## src/rtl/dromajo_ram_initiator.sv

```systemverilog
// Valid/ready request front end driving a dromajo_ram port with in-order responses.
// Optional write acknowledges: define DROMAJO_RAM_INITIATOR_WRACK_EN.
module dromajo_ram_initiator #(
  parameter int ADDR_WIDTH = 10,
  parameter int OUT_REGS   = 0,
  parameter int RSP_DEPTH  = 4
) (
  input  logic                  Clk_CI,
  input  logic                  Rst_RBI,
  input  logic                  ReqValid_SI,
  output logic                  ReqReady_SO,
  input  logic                  ReqWrite_SI,
  input  logic [ADDR_WIDTH-1:0] ReqAddr_DI,
  input  logic [7:0]            ReqBEn_SI,
  input  logic [63:0]           ReqData_DI,
  output logic                  RspValid_SO,
  input  logic                  RspReady_SI,
  output logic                  RspWrite_SO,
  output logic [63:0]           RspData_DO,
  output logic                  CSel_SO,
  output logic                  WrEn_SO,
  output logic [7:0]            BEn_SO,
  output logic [63:0]           WrData_DO,
  output logic [ADDR_WIDTH-1:0] Addr_DO,
  input  logic [63:0]           RdData_DI
);

  localparam int L  = 1 + OUT_REGS;
  localparam int PW = (RSP_DEPTH > 1) ? $clog2(RSP_DEPTH) : 1;
  localparam int CW = $clog2(RSP_DEPTH + L + 2) + 1;
  localparam logic [PW-1:0] PTR_LAST = PW'(RSP_DEPTH - 1);
  localparam logic [CW-1:0] DEPTH_C  = CW'(RSP_DEPTH);

  if (RSP_DEPTH < L + 1) begin : g_bad_depth
    $error("dromajo_ram_initiator: RSP_DEPTH below read latency + 1");
  end

  logic                  w_accept;
  logic                  w_acc_wr;
  logic                  w_acc_rd;
  logic                  w_wr_rsp;
  logic                  w_csel_n;
  logic                  w_wren_n;
  logic                  w_resp_n;
  logic [7:0]            w_ben_n;

  logic                  r_csel;
  logic                  r_wren;
  logic                  r_resp;
  logic [7:0]            r_ben;
  logic [63:0]           r_wdata;
  logic [ADDR_WIDTH-1:0] r_addr;

  logic [L-1:0]          r_pipe_v;
  logic [L-1:0]          r_pipe_w;

  logic [63:0]           r_fifo_d [RSP_DEPTH];
  logic [PW-1:0]         r_wptr;
  logic [PW-1:0]         r_rptr;
  logic [CW-1:0]         r_cnt;

  logic                  w_push;
  logic                  w_push_wr;
  logic [63:0]           w_push_data;
  logic                  w_pop;
  logic [CW-1:0]         w_pipe_cnt;
  logic [CW-1:0]         w_outst;

`ifdef DROMAJO_RAM_INITIATOR_WRACK_EN
  logic [RSP_DEPTH-1:0]  r_fifo_w;
  assign w_wr_rsp = 1'b1;
`else
  assign w_wr_rsp = 1'b0;
`endif

  assign w_accept = ReqValid_SI & ReqReady_SO;
  assign w_acc_wr = w_accept & ReqWrite_SI;
  assign w_acc_rd = w_accept & ~ReqWrite_SI;

  always_comb begin
    w_csel_n = 1'b0;
    w_wren_n = 1'b0;
    w_resp_n = 1'b0;
    w_ben_n  = '0;
    unique case (1'b1)
      w_acc_wr: begin
        w_csel_n = 1'b1;
        w_wren_n = 1'b1;
        w_resp_n = w_wr_rsp;
        w_ben_n  = ReqBEn_SI;
      end
      w_acc_rd: begin
        w_csel_n = 1'b1;
        w_resp_n = 1'b1;
      end
      default: ;
    endcase
  end

  // Address and write data hold their last value while idle.
  always_ff @(posedge Clk_CI or negedge Rst_RBI) begin
    if (!Rst_RBI) begin
      r_csel  <= 1'b0;
      r_wren  <= 1'b0;
      r_resp  <= 1'b0;
      r_ben   <= '0;
      r_wdata <= '0;
      r_addr  <= '0;
    end else begin
      r_csel <= w_csel_n;
      r_wren <= w_wren_n;
      r_resp <= w_resp_n;
      r_ben  <= w_ben_n;
      if (w_accept) r_addr <= ReqAddr_DI;
      if (w_acc_wr) r_wdata <= ReqData_DI;
    end
  end

  assign CSel_SO   = r_csel;
  assign WrEn_SO   = r_wren;
  assign BEn_SO    = r_ben;
  assign WrData_DO = r_wdata;
  assign Addr_DO   = r_addr;

  always_ff @(posedge Clk_CI or negedge Rst_RBI) begin
    if (!Rst_RBI) begin
      r_pipe_v <= '0;
      r_pipe_w <= '0;
    end else begin
      r_pipe_v[0] <= r_csel & r_resp;
      r_pipe_w[0] <= r_wren;
      for (int i = 1; i < L; i++) begin
        r_pipe_v[i] <= r_pipe_v[i-1];
        r_pipe_w[i] <= r_pipe_w[i-1];
      end
    end
  end

  assign w_push      = r_pipe_v[L-1];
  assign w_push_wr   = r_pipe_w[L-1];
  assign w_push_data = w_push_wr ? 64'h0 : RdData_DI;
  assign w_pop       = RspValid_SO & RspReady_SI;

  function automatic logic [PW-1:0] ptr_inc(input logic [PW-1:0] p);
    return (p == PTR_LAST) ? '0 : p + 1'b1;
  endfunction

  always_ff @(posedge Clk_CI or negedge Rst_RBI) begin
    if (!Rst_RBI) begin
      for (int i = 0; i < RSP_DEPTH; i++) r_fifo_d[i] <= '0;
`ifdef DROMAJO_RAM_INITIATOR_WRACK_EN
      r_fifo_w <= '0;
`endif
      r_wptr <= '0;
      r_rptr <= '0;
      r_cnt  <= '0;
    end else begin
      if (w_push) begin
        r_fifo_d[r_wptr] <= w_push_data;
`ifdef DROMAJO_RAM_INITIATOR_WRACK_EN
        r_fifo_w[r_wptr] <= w_push_wr;
`endif
        r_wptr <= ptr_inc(r_wptr);
      end
      if (w_pop) r_rptr <= ptr_inc(r_rptr);
      unique case ({w_push, w_pop})
        2'b10:   r_cnt <= r_cnt + 1'b1;
        2'b01:   r_cnt <= r_cnt - 1'b1;
        default: ;
      endcase
    end
  end

  assign RspValid_SO = (r_cnt != '0);
  assign RspData_DO  = r_fifo_d[r_rptr];
`ifdef DROMAJO_RAM_INITIATOR_WRACK_EN
  assign RspWrite_SO = r_fifo_w[r_rptr];
`else
  assign RspWrite_SO = 1'b0;
`endif

  // A slot stays reserved from command issue until its response is popped.
  always_comb begin
    w_pipe_cnt = '0;
    for (int i = 0; i < L; i++) begin
      w_pipe_cnt = w_pipe_cnt + CW'(r_pipe_v[i]);
    end
  end

  assign w_outst     = w_pipe_cnt + r_cnt + CW'(r_csel & r_resp);
  assign ReqReady_SO = (w_outst < DEPTH_C);

  a_no_overflow: assert property (
    @(posedge Clk_CI) disable iff (!Rst_RBI)
    !(w_push && !w_pop && (r_cnt == DEPTH_C))
  );

endmodule
```

## config.mk

```make
export PLATFORM = sky130hd
export DESIGN_NAME = dromajo_ram_initiator
export DESIGN_NICKNAME = d
export VERILOG_FILES = /design/src/rtl/dromajo_ram_initiator.sv
export SDC_FILE = /design/constraint.sdc
export NUM_CORES = 1
export LEC_CHECK = 0
export CAP_MARGIN = 15
export CORE_MARGIN = 4
export CORE_UTILIZATION = 52
export DETAILED_ROUTE_END_ITERATION = 10
export GPL_TIMING_DRIVEN = 1
export PLACE_DENSITY = 0.84
export SLEW_MARGIN = 5
export SYNTH_ARGS = -nofsm -noshare
export SYNTH_HDL_FRONTEND = slang
export SYNTH_SLANG_ARGS = --single-unit
```

## constraint.sdc

```tcl
create_clock -name Clk_CI -period 2.8 [get_ports Clk_CI]
set_input_delay 0.56 -clock Clk_CI [delete_from_list [all_inputs] [get_ports Clk_CI]]
set_output_delay 0.56 -clock Clk_CI [all_outputs]
set_load 0.03 [all_outputs]
```

==> results by group, run 1 <==
Layout
  • Register area: 0.008792 mm²
  • Antenna Diode Count: 0
  • Nets: 1660
  • Layout cells sized above 1: between 10% and 20%
  • Utilization after layout: between 60% and 70%
  • Fill cell count: about 1900
  • Most common cell after layout, fill and taps aside: dfrtp_1
  • Multi-input logic area: 0.005542 mm²
  • Syn-to-layout area delta: 32.15%
  • Most frequent cells in the layout: dfrtp_1, nand2_1, o21ai_0
  • Fin area: around 0.02 mm²
  • Post-Layout Cell Count: 1902

Route
  • Initial DRC count: 765
  • DR DRC count: 0
  • DR WL/cell: 20.04 µm
  • Vias per inst: 5.482
  • Final ANT Viol Nets: 0
  • DRT Wirelength: 38.11 mm
  • Drt first pass iters: 5
  • Via count: 10427

Worst setup path
  • Critical Path Stages: 4
  • Crit-path max cell delay: 520 ps
  • Cells on worst reg2reg path: 11
  • CP Data Required Time: 2240 ps
  • Crit path buf inv count: 3
  • Crit path from: r_rptr[0]
  • Critical path's top delay family: buffers and inverters
  • Max FO, Critical Path: 15
  • Setup crit end kind: primary output
  • Critical Path Start Type: flop
  • Critical path endpoint: RspData_DO[51]
  • R2R Path Start: r_cnt[2]
  • Reg-to-Reg End: r_cnt[2]
  • CP max-delay cell: mux4_2
  • Critical path arrival: 2190 ps
  • Setup slack, reg-to-reg: 380 ps
  • Worst-path cell chain: buf_12, buf_16, mux4_2, dlygate4sd2_1
  • CP Class: reg -> out

GRT
  • Number of global-route vias before repair: roughly 11000
  • Grt ovf: 0
  • Maximum number of pins on one net before global-route repair: 86
  • Initial antenna violation count: 1
  • Aggregate global-route resource usage: approximately a quarter
  • First-pass GRT wire length: 59.86 mm

Timing
  • RSZ-0062 raised after global routing: true
  • Fin crit share: 98.32%
  • Max Transition Viols Final: 0
  • Min Tclk post-route: between 2000 and 3000 ps
  • Worst slew margin relative to its limit: 53.35%
  • Worst Clk Skew: 12.20 ps
  • Fin. Hold Viols: 0
  • Final WS setup: ~47 ps
  • Total negative slack: 0 ps
  • Hold slack: just under 400 ps
  • FMAX: 363.3 MHz
  • Worst-margin pin slew: 699.7 ps
  • # setup viols final: 0

Placed design
  • Post-Place Cells: 1834
  • Post-DP HPWL: ~25 mm
  • DP Worst Slack: ~220 ps
  • Placer Congestion: 0.7846
  • Port bufs: 300
  • Placed Area: 0.01818 mm²

Synthesis
  • Top cell type by total area after synthesis: dfrtp_1
  • Syn Nets: 1379
  • Register area share after synthesis: about three fifths
  • Post-synth EDFFs: 0
  • Synthesized area per cell: ~12 µm²
  • Netlist cell types: 31
  • Cell count after synthesis: between 1000 and 1500
  • Synth top area share: 59.72%
  • Synth warnings: 0
  • Primary FF master, synth: dfrtp_1
  • Mapped Area: 0.01471 mm²
  • Synth area leaders: dfrtp_1, mux4_2, o21ai_0
  • Flops & latches, synth: 351
  • FFs w/ async S/R, synth: 100.0%

Clock network
  • Clock Sinks: 351
  • CTS tree: done
  • Num CTS Buffers: 37
  • Skew-Pair Late Insertion Delay: 500 ps
  • CTS Buffer Depth: 3
  • Worst-path clk slew: 60 ps
  • Root buffer cell: clkbuf_16
  • H-tree lvl count: 2

Run
  • # Max-Cap Violations: 0

Floorplanning
  • Die height: 176.2 µm
  • Die ar.: 0.03104 mm²
  • IO Pins: 302
  • Starting Density: between 50% and 60%
  • Placeable Area: approximately 0.028 mm²
  • Rows: a little over 60
  • Die width: roughly 180 µm

Pwr
  • Worst vdd ir: 862.2 µV
  • Final Power: 19.87 mW
  • Power per cell area: 1022 mW/mm²
  • Leakage: ~9 nW

Status
  • Status: finished clean

Worst hold path
  • Hold WC Path Type: reg -> reg
==> worst min-delay path by stage <==
stage	startpoint	end	slack (ps)	cells past startpoint
2_1_floorplan	Rst_RBI	Addr_DO[0]	260	0
3_3_place_gp	WrEn_SO	r_pipe_w	360	0
3_5_place_dp	WrEn_SO	r_pipe_w	390	0
4_1_cts	WrEn_SO	r_pipe_w	400	0
5_1_grt	WrEn_SO	r_pipe_w	410	0
6_report	WrEn_SO	r_pipe_w	390	0
==> routing by layer <==
metal | track usage, % | routed length [µm] | vias up
li1 | - | - | 4743
met1 | 30.50 | 14710 | 5239
met2 | 41.58 | 19320 | 371
met3 | 6.724 | 2832 | 72
met4 | 7.537 | 1236 | 2
met5 | 0 | 13 | -
==> power breakdown <==
group	total (mW)	internal, mW	switching [mW]
sequential	7.25	6.41	0.839
clock	5.08	3.12	1.96
combinational	7.54	3.46	4.08
total	19.9	13.0	6.88
==> cells by family after synthesis <==
kind of cell | count (synthesis) | synth area share [%]
simple gates | 352 | 10.52
flops | 351 | 59.72
compound gates | 266 | 9.273
mux | 142 | 16.53
buf+inv | 93 | 2.859
fa+ha+maj | 9 | 0.7657
xor+xnor | 5 | 0.2978
other cells | 1 | 0.02550
==> timing repair <==
| action | in CTS | in global routing |
|---|---|---|
| hold buffers | 1 | 0 |
| setup endpoints to repair | 59 | 42 |
| gates resized for setup | 122 | 63 |
| cloned | 1 | 1 |
| buffers inserted | 2 | 0 |
| pin swaps | 0 | 0 |
| endpoints found under the hold margin | 49 | 0 |
==> state kept, by name (all words and copies together), names as in the netlist, 2 cells and up <==
name,count
BEn_SO,8
r_cnt,4
WrData_DO,64
Addr_DO,10
r_rptr,2
r_fifo_d,256
r_wptr,2
==> Yosys cell counts (all sizes together) (3+ instances only) <==
master,count
xor2,3
nor2,4
inv,5
ha,9
nor2b,9
dfrtp,351
clkbuf,66
mux2,77
nand2,268
o21ai,261
buf,22
nand2b,65
mux4,64
==> layout make-up <==
type,count,share of cell area [%]
Clock inverter,13,1.024
Tap cell,378,2.434
Inverter,5,0.09657
Timing Repair Buffer,330,17.21
Sequential cell,351,45.24
Clock buffer,50,5.479
Multi-Input combinational cell,775,28.51
(Power assumes the default switching activity.)
==> run 2, diff against run 1 <==
--- a/config.mk
+++ b/config.mk
@@ -8,6 +8,7 @@
 export CAP_MARGIN = 15
 export CORE_MARGIN = 4
 export CORE_UTILIZATION = 52
+export CTS_CLUSTER_DIAMETER = 150
 export DETAILED_ROUTE_END_ITERATION = 10
 export GPL_TIMING_DRIVEN = 1
 export PLACE_DENSITY = 0.84
==> results of run 2 <==
Same layout as run 1: the final DEF is identical, and so are final timing and power.
==> run 3, diff against run 2 <==
==> constraint.sdc (replaced) <==
create_clock -name Clk_CI -period 2.8 [get_ports Clk_CI]
set_input_delay 0.28 -clock Clk_CI [delete_from_list [all_inputs] [get_ports Clk_CI]]
set_output_delay 0.28 -clock Clk_CI [all_outputs]
set_load 0.03 [all_outputs]
==> run 3 against run 2 <==
  * Non-clock buffer count is 2 lower
  * Final area is 0.53% lower
  * Sequential share of layout area is 0.24 points higher
  * Register-to-register slack worse by 50 ps
  * Sequential cell count stayed put
  * Global-route usage is 0.46 points higher
  * Clock-buffer cell count is 2 higher
==> results by group, run 3 (synthesis results as in run 1) <==
Route
  • DR DRC count: 0
  • Final ANT Viol Nets: 0
  • Via count: about 10000
  • Vias per inst: 5.464
  • DRT Wirelength: 38.42 mm
  • DR WL/cell: 20.21 µm
  • Drt first pass iters: 5
  • Initial DRC count: approximately 660

Floorplanning
  • Die height: 176.2 µm
  • Starting Density: 52.79%
  • Die width: 176.2 µm
  • Placeable Area: between 0.02 and 0.03 mm²
  • Rows: 61
  • IO Pins: a little over 300
  • Die ar.: 0.03104 mm²

Placed design
  • Post-DP HPWL: 24.53 mm
  • Placer Congestion: roughly 0.80
  • Port bufs: 300
  • Post-Place Cells: 1836
  • DP Worst Slack: approximately 380 ps
  • Placed Area: 0.01818 mm²

Clock network
  • H-tree lvl count: 2
  • Clock Sinks: around 350
  • CTS Buffer Depth: 3
  • Worst-path clk slew: 60 ps
  • Skew-Pair Late Insertion Delay: roughly 530 ps
  • Root buffer cell: clkbuf_16
  • CTS tree: done
  • Post-CTS Setup Repair Bufs: 0
  • Num CTS Buffers: 36

Pwr
  • Power per cell area: 1008 mW/mm²
  • Leakage: between 8 and 9 nW
  • Worst vdd ir: 937.9 µV
  • Final Power: 19.48 mW

GRT
  • Aggregate global-route resource usage: 24.80%
  • Maximum number of pins on one net before global-route repair: 129
  • Grt ovf: 0
  • Initial antenna violation count: 0
  • First-pass GRT wire length: 60.69 mm
  • Number of global-route vias before repair: 11081

Timing
  • Fin crit share: 96.27%
  • Fin. Hold Viols: 0
  • RSZ-0062 raised after global routing: false
  • Min Tclk post-route: 2696 ps
  • Worst-margin pin slew: 674.1 ps
  • Worst Clk Skew: 17.35 ps
  • Hold slack: 315.6 ps
  • Total negative slack: 0 ps
  • Final WS setup: around 100 ps
  • # setup viols final: 0
  • Max Transition Viols Final: 0
  • Worst slew margin relative to its limit: 55.06%
  • FMAX: 371.0 MHz

Layout
  • Antenna Diode Count: 0
  • Most common cell after layout, fill and taps aside: dfrtp_1
  • Utilization after layout: 69.40%
  • Layout cells sized above 1: roughly 15%
  • Syn-to-layout area delta: 31.45%
  • Post-Layout Cell Count: between 1500 and 2000
  • Fin area: 0.01933 mm²
  • Reg with most FFs: r_fifo_d
  • Max reg flops: 256
  • Nets: 1657
  • Most frequent cells in the layout: dfrtp_1, nand2_1, o21ai_0

Run
  • # Max-Cap Violations: 0

Worst hold path
  • Hold WC Path Type: in -> async

Worst setup path
  • CP max-delay cell: clkdlybuf4s50_1
  • Crit path buf inv count: 2
  • Critical path's top delay family: buffers and inverters
  • Max FO, Critical Path: 12
  • Critical Path Start Type: flop
  • Setup crit end kind: primary output
  • Reg-to-Reg End: r_cnt[2]
  • CP Data Required Time: 2520 ps
  • Cells on worst reg2reg path: 11
  • CP Class: reg -> out
  • R2R Path Start: r_cnt[2]
  • Crit-path max cell delay: 650 ps
  • Critical path arrival: 2420 ps
  • Worst-path cell chain: buf_4, mux4_2, clkdlybuf4s50_1
  • Setup slack, reg-to-reg: about 330 ps

Status
  • Status: finished clean
[run 3: cell type report]
class,instances,area (µm²)
Sequential cell,351,8792
Clock buffer,52,1082
Clock inverter,12,125.1
Timing Repair Buffer,328,3308
Fill cell,1891,8526
Multi-Input combinational cell,775,5533
Tap cell,378,473.0
Inverter,5,18.77
[run 3: worst max path at each step]
stage / from / endpoint / slack (ps) / cells after the start
CTS: r_rptr[0] / RspData_DO[42] / 20 / 3
floorplan: r_cnt[2] / r_cnt[2] / 390 / 12
global route: r_rptr[0] / RspData_DO[28] / 5 / 3
global placement: r_cnt[0] / ReqReady_SO / 450 / 6
finish: r_rptr[0] / RspData_DO[44] / 100 / 3
detailed placement: r_cnt[2] / r_cnt[2] / 380 / 11
[run 3: routing by layer]
metal  global-route usage, %  vias up  wire length (µm)
met5                       0        -                 0
met4                   9.259        0              1534
met3                   6.724       78              2712
met2                   42.88      369             19580
met1                   29.97     5205             14590
li1                        -     4735                 -
[run 3: repair_timing]
item / 4_1_cts / 5_1_grt
endpoints found under the hold margin: 58 / 0
resized for setup: 54 / 2
gates cloned: 0 / 0
hold buffers: 1 / 0
setup endpoints to repair: 54 / 2
[run 3: where the power goes]
group	internal (mW)	switching [mW]
combinational	3.33	4.00
clock	2.88	1.97
sequential	6.41	0.888
